===== src/rtl/scan_capture_ctrl.sv =====
// Scan test sequencer for a WIDTH-bit mission/scan flop bank: shift in, capture d1, shift out.
// Optional built-in concurrent checks are compiled in with `define SCAN_CAPTURE_CTRL_ASSERT_EN.
module scan_capture_ctrl #(
    parameter int WIDTH = 8
) (
    input  logic             mclk,
    input  logic             rst,
    input  logic             start,
    input  logic [WIDTH-1:0] pattern,
    input  logic [WIDTH-1:0] d1,
    output logic [WIDTH-1:0] q,
    output logic             scan_en,
    output logic             capture_en,
    output logic             busy,
    output logic             done,
    output logic [WIDTH-1:0] so_word
);
    localparam int CW = $clog2(WIDTH + 1);

    typedef enum logic [2:0] {IDLE, LOAD, CAPTURE, UNLOAD, DONE} state_t;

    state_t           state, state_nxt;
    logic [WIDTH-1:0] src;
    logic [CW-1:0]    cnt;
    logic             last;

    assign last = (cnt == CW'(WIDTH - 1));

    always_ff @(posedge mclk) begin
        if (rst) state <= IDLE;
        else     state <= state_nxt;
    end

    always_comb begin
        state_nxt = state;
        case (state)
            IDLE:    if (start) state_nxt = LOAD;
            LOAD:    if (last)  state_nxt = CAPTURE;
            CAPTURE:            state_nxt = UNLOAD;
            UNLOAD:  if (last)  state_nxt = DONE;
            DONE:               state_nxt = IDLE;
            default:            state_nxt = IDLE;
        endcase
    end

    always_comb begin
        scan_en    = (state == LOAD) || (state == UNLOAD);
        capture_en = (state == CAPTURE);
        busy       = (state != IDLE);
        done       = (state == DONE);
    end

    // Pattern enters MSB first; the result leaves MSB first with zeros filling behind.
    always_ff @(posedge mclk) begin
        if (rst) begin
            q       <= '0;
            so_word <= '0;
            src     <= '0;
            cnt     <= '0;
        end else begin
            case (state)
                IDLE: begin
                    q <= d1;
                    if (start) begin
                        src <= pattern;
                        cnt <= '0;
                    end
                end
                LOAD: begin
                    q   <= {q[WIDTH-2:0], src[WIDTH-1]};
                    src <= {src[WIDTH-2:0], 1'b0};
                    cnt <= cnt + 1'b1;
                end
                CAPTURE: begin
                    q   <= d1;
                    cnt <= '0;
                end
                UNLOAD: begin
                    so_word <= {so_word[WIDTH-2:0], q[WIDTH-1]};
                    q       <= {q[WIDTH-2:0], 1'b0};
                    cnt     <= cnt + 1'b1;
                end
                default: ;
            endcase
        end
    end

`ifdef SCAN_CAPTURE_CTRL_ASSERT_EN
    logic [WIDTH-1:0] pat_q;

    // src is consumed while shifting, so keep an untouched copy for the capture check.
    always_ff @(posedge mclk) begin
        if (rst)                        pat_q <= '0;
        else if (state == IDLE && start) pat_q <= pattern;
        a_excl: assert property (disable iff (rst) !(scan_en && capture_en));
        a_cap:  assert property (disable iff (rst) (state == CAPTURE) |-> (q == pat_q));
    end

    a_done_pulse: assert property (@(posedge mclk) disable iff (rst) done |=> !done);
    a_busy_ign:   assert property (@(posedge mclk) disable iff (rst)
                                   (busy && start) |=> (state != LOAD || $past(state) == LOAD));
    a_latency:    assert property (@(posedge mclk) disable iff (rst)
                                   (state == IDLE && start) |-> ##(2*WIDTH+2) done);
`endif
endmodule


===== config.mk =====
export PLATFORM = sky130hd
export DESIGN_NAME = scan_capture_ctrl
export DESIGN_NICKNAME = d
export VERILOG_FILES = /design/src/rtl/scan_capture_ctrl.sv
export SDC_FILE = /design/constraint.sdc
export NUM_CORES = 1
export LEC_CHECK = 0
export ABC_AREA = 1
export CORE_AREA = 4 4 63 65
export DETAILED_ROUTE_END_ITERATION = 6
export DIE_AREA = 0 0 67 69
export PLACE_DENSITY = 0.82
export REMOVE_ABC_BUFFERS = 1
export SLEW_MARGIN = 0
export SYNTH_ARGS = -nofsm -noshare
export SYNTH_HDL_FRONTEND = slang
export SYNTH_SLANG_ARGS = --single-unit

===== constraint.sdc =====
create_clock -name mclk -period 1.14 [get_ports mclk]
set_input_delay 0.228 -clock mclk [delete_from_list [all_inputs] [get_ports mclk]]
set_output_delay 0.228 -clock mclk [all_outputs]
set_load 0.01 [all_outputs]

==> summary.txt <==
Status
  • Result of the run: finished with violations
  • Failing checks: negative setup slack

Clock network
  • Reg clk slew, reported paths: 100 ps
  • CTS Sinks: 31
  • H-tree depth: 2
  • TritonCTS clock tree: built
  • Max Buffers Root-to-Sink: 2
  • Clock Tree Root: clkbuf_4
  • Hold Buf Count CTS: 0
  • Clock latency reported for the late side of the worst-skew pair: 320 ps
  • Number of buffers created by CTS: 5

Floorplanning
  • I/O Pins: 39
  • Area enclosed by the die boundary: 0.004623 mm²
  • Core region area: roughly 0.0033 mm²
  • Starting utilization of the core area: 44.69%
  • Vertical die dimension: 69 µm
  • Horizontal die dimension: 67 µm
  • Total number of placement rows: 21

Yosys
  • Proportion of synthesized chip area in sequential cells: about two fifths
  • Number of warnings issued by yosys: 0
  • Number of cells produced by synthesis: ~210
  • Area share of the leading cell type in the synthesized netlist: 41.61%
  • Mean post-synth cell area: approximately 7 µm²
  • Most area-hungry cell type in the Yosys netlist: dfxtp_1
  • Count of different cell masters after synthesis: 26
  • Commonest cells in the netlist: nand2_1 (61), dfxtp_1 (31), nor2_1 (30)
  • Synth Cell Area: 0.001491 mm²
  • Most used standard cell by instance count after synthesis: nand2_1
  • Post-synth top flop: dfxtp_1
  • Async SR Flop Fraction: 0%
  • Post-synth EDFFs: 0
  • Cell types with the largest area share after synthesis: dfxtp_1 (42%), nand2_1 (15%), nor2_1 (7.6%)
  • Flip-flop and latch count after synthesis: 31

GRT
  • Maximum number of pins on one net before global-route repair: 16
  • Global-route wire length before repair: 6265 µm
  • Global-route total usage across every layer: between 10% and 20%
  • Number of global-route vias before repair: 1,471
  • Grt ovf: 0
  • Initial antenna violation count: 0

Critical path
  • Class of the most critical setup path: flop to primary output
  • CP Capture Type: primary output
  • Req. time, crit path: just over 900 ps
  • CP bufs+invs: 4
  • Slowest Stage Delay on Critical Path: about 410 ps
  • Startpoint types: flop
  • Family with the most delay on the worst path: flip-flops
  • Setup slack of the most critical reg-to-reg path: -130 ps
  • Cell chain of the critical path: inv_8, buf_6, nand2_4, inv_6, buf_6
  • Arrival time reported for the critical path endpoint: 1070 ps
  • Library cell appearing most often on the critical path: buf_6
  • Critical path fanouts, max: 3
  • Critical path's slowest cell: dfxtp_4

Timing
  • Final clock period utilization by the worst path: 113.8%
  • Final Critical Period: 1298 ps
  • Unrepaired setup endpoints after global routing: yes
  • Worst slew margin: a little under nine tenths
  • Worst hold slack: around 480 ps
  • Achievable clock frequency: 770.5 MHz
  • Transition at the pin with the smallest max-transition slack: 221.9 ps
  • Post-route clock skew: around 7.4 ps
  • Number of setup violations in the final report: 30
  • PnR worst setup slack: -157.8 ps
  • Final Slew Violations: 0
  • Number of endpoints with negative hold slack in the final report: 0

Route
  • Post-DR wirelength/cell: around 12 µm
  • Vias: 1,569
  • DRT antenna net count: 0
  • Routed wire length: 3977 µm
  • Via-per-instance ratio: 4.798
  • Pre-antenna DRT Iters: 4
  • Initial drt markers: 68
  • Number of design rule violations left after detail routing: 0

Place
  • Standard cell area after detailed placement: 0.002063 mm²
  • Gpl congestion: 0.7525
  • Port bufs: 38
  • HPWL reported at the end of detailed placement: 2611 µm
  • Cell count after placement: between 300 and 400

Flow run
  • Count of max-cap constraint violations: 0

Power
  • Cell area power density: ~1200 mW/mm²
  • Maximum vdd drop: ~0.0012 V
  • Total Power: 0.002904 W
  • Leakage power total: 1.147 nW

Cells and area
  • Final core utilization: 70.72%
  • Fraction of final layout cells with drive strength greater than 1: 44.13%
  • Total inserted antenna cells: 0
  • Syn-to-layout area delta: 58.22%
  • Layout Nets: 300
  • Post-route cell area: 0.002360 mm²
  • Final Non-Filler Cells: 327

Hold path
  • Type of the worst min-delay path: primary input to flop
## routing by layer
layer / vias up / global-route usage [%] / wire length (µm)
met5: - / 0 / 0
met4: 0 / 3.378 / 53
met3: 6 / 4.383 / 179
met2: 42 / 29.04 / 2002
met1: 716 / 20.77 / 1743
li1: 805 / - / -
## power by group
| part | leakage, nW | switching (W) | internal, W | total, W |
|---|---|---|---|---|
| clock network | 0.0386 | 0.000361 | 0.000363 | 0.000724 |
| logic | 0.847 | 0.000472 | 0.000470 | 0.000942 |
| registers | 0.261 | 0.0000559 | 0.00118 | 0.00124 |
## sequential cells by signal, indices dropped and copies added (netlist names)
register	count
cnt	4
q	8
so_word	8
src	8
state	3
## final cells by class
| type | count | area [µm²] |
|---|---|---|
| clock buffers | 8 | 68.82 |
| fillers | 276 | 977.2 |
| inverters | 18 | 80.08 |
| multi-input cells | 149 | 829.5 |
| flip-flops and latches | 31 | 646.9 |
| well taps | 46 | 57.56 |
| repair buffers | 75 | 676.9 |
## worst paths after layout
kind / start / endpoint / depth (start not counted)
setup / recovery: state[2] / scan_en / 5
hold / removal: pattern[0] / src[0] / 3
setup reg to reg: state[0] / state[1] / 7
hold reg to reg: src[7] / q[0] / 2
## cell usage in the layout (no fill, tap or decap), drive strengths merged
master,count
o21ai,16
nand4,3
nor3,1
a21oi,9
clkdlybuf4s15,5
a22oi,1
dfxtp,31
nand3,21
buf,51
clkdlybuf4s50,18
nor2,32
clkbuf,9
or2,1
inv,18
o211ai,1
nand2,63
ha,1
## worst register-to-register path: stages (launching register included)
cell and delay (ps):
dfxtp_4 380, buf_6 120, buf_6 110, nand3_4 120
buf_12 170, nand2_2 60, nand3_2 60, a21oi_1 180
## stage by stage
| step | setup WS [ps] | setup TNS [ps] |
|---|---|---|
| 2_1_floorplan | -88.35 | -1210 |
| 3_3_place_gp | -290.8 | -5896 |
| 3_5_place_dp | -310.2 | -6792 |
| 4_1_cts | -184.6 | -2067 |
| 5_1_grt | -225.2 | -4719 |
| 6_report | -157.8 | -2198 |
## kinds of logic after synthesis
kind of cell | Yosys count | share of synthesized area (%)
DFF | 31 | 41.61
buffers and inverters | 28 | 11.49
adders and majority gates | 1 | 0.8388
and+or+nand+nor | 121 | 36.33
AOI/OAI and AO/OA | 27 | 9.731
## repair_timing
| item | CTS | global route |
|---|---|---|
| endpoints found under the setup margin | 51 | 51 |
| buffers inserted | 4 | 8 |
| pin swaps | 5 | 20 |
| resized for setup | 107 | 47 |
(Power assumes the default switching activity.)
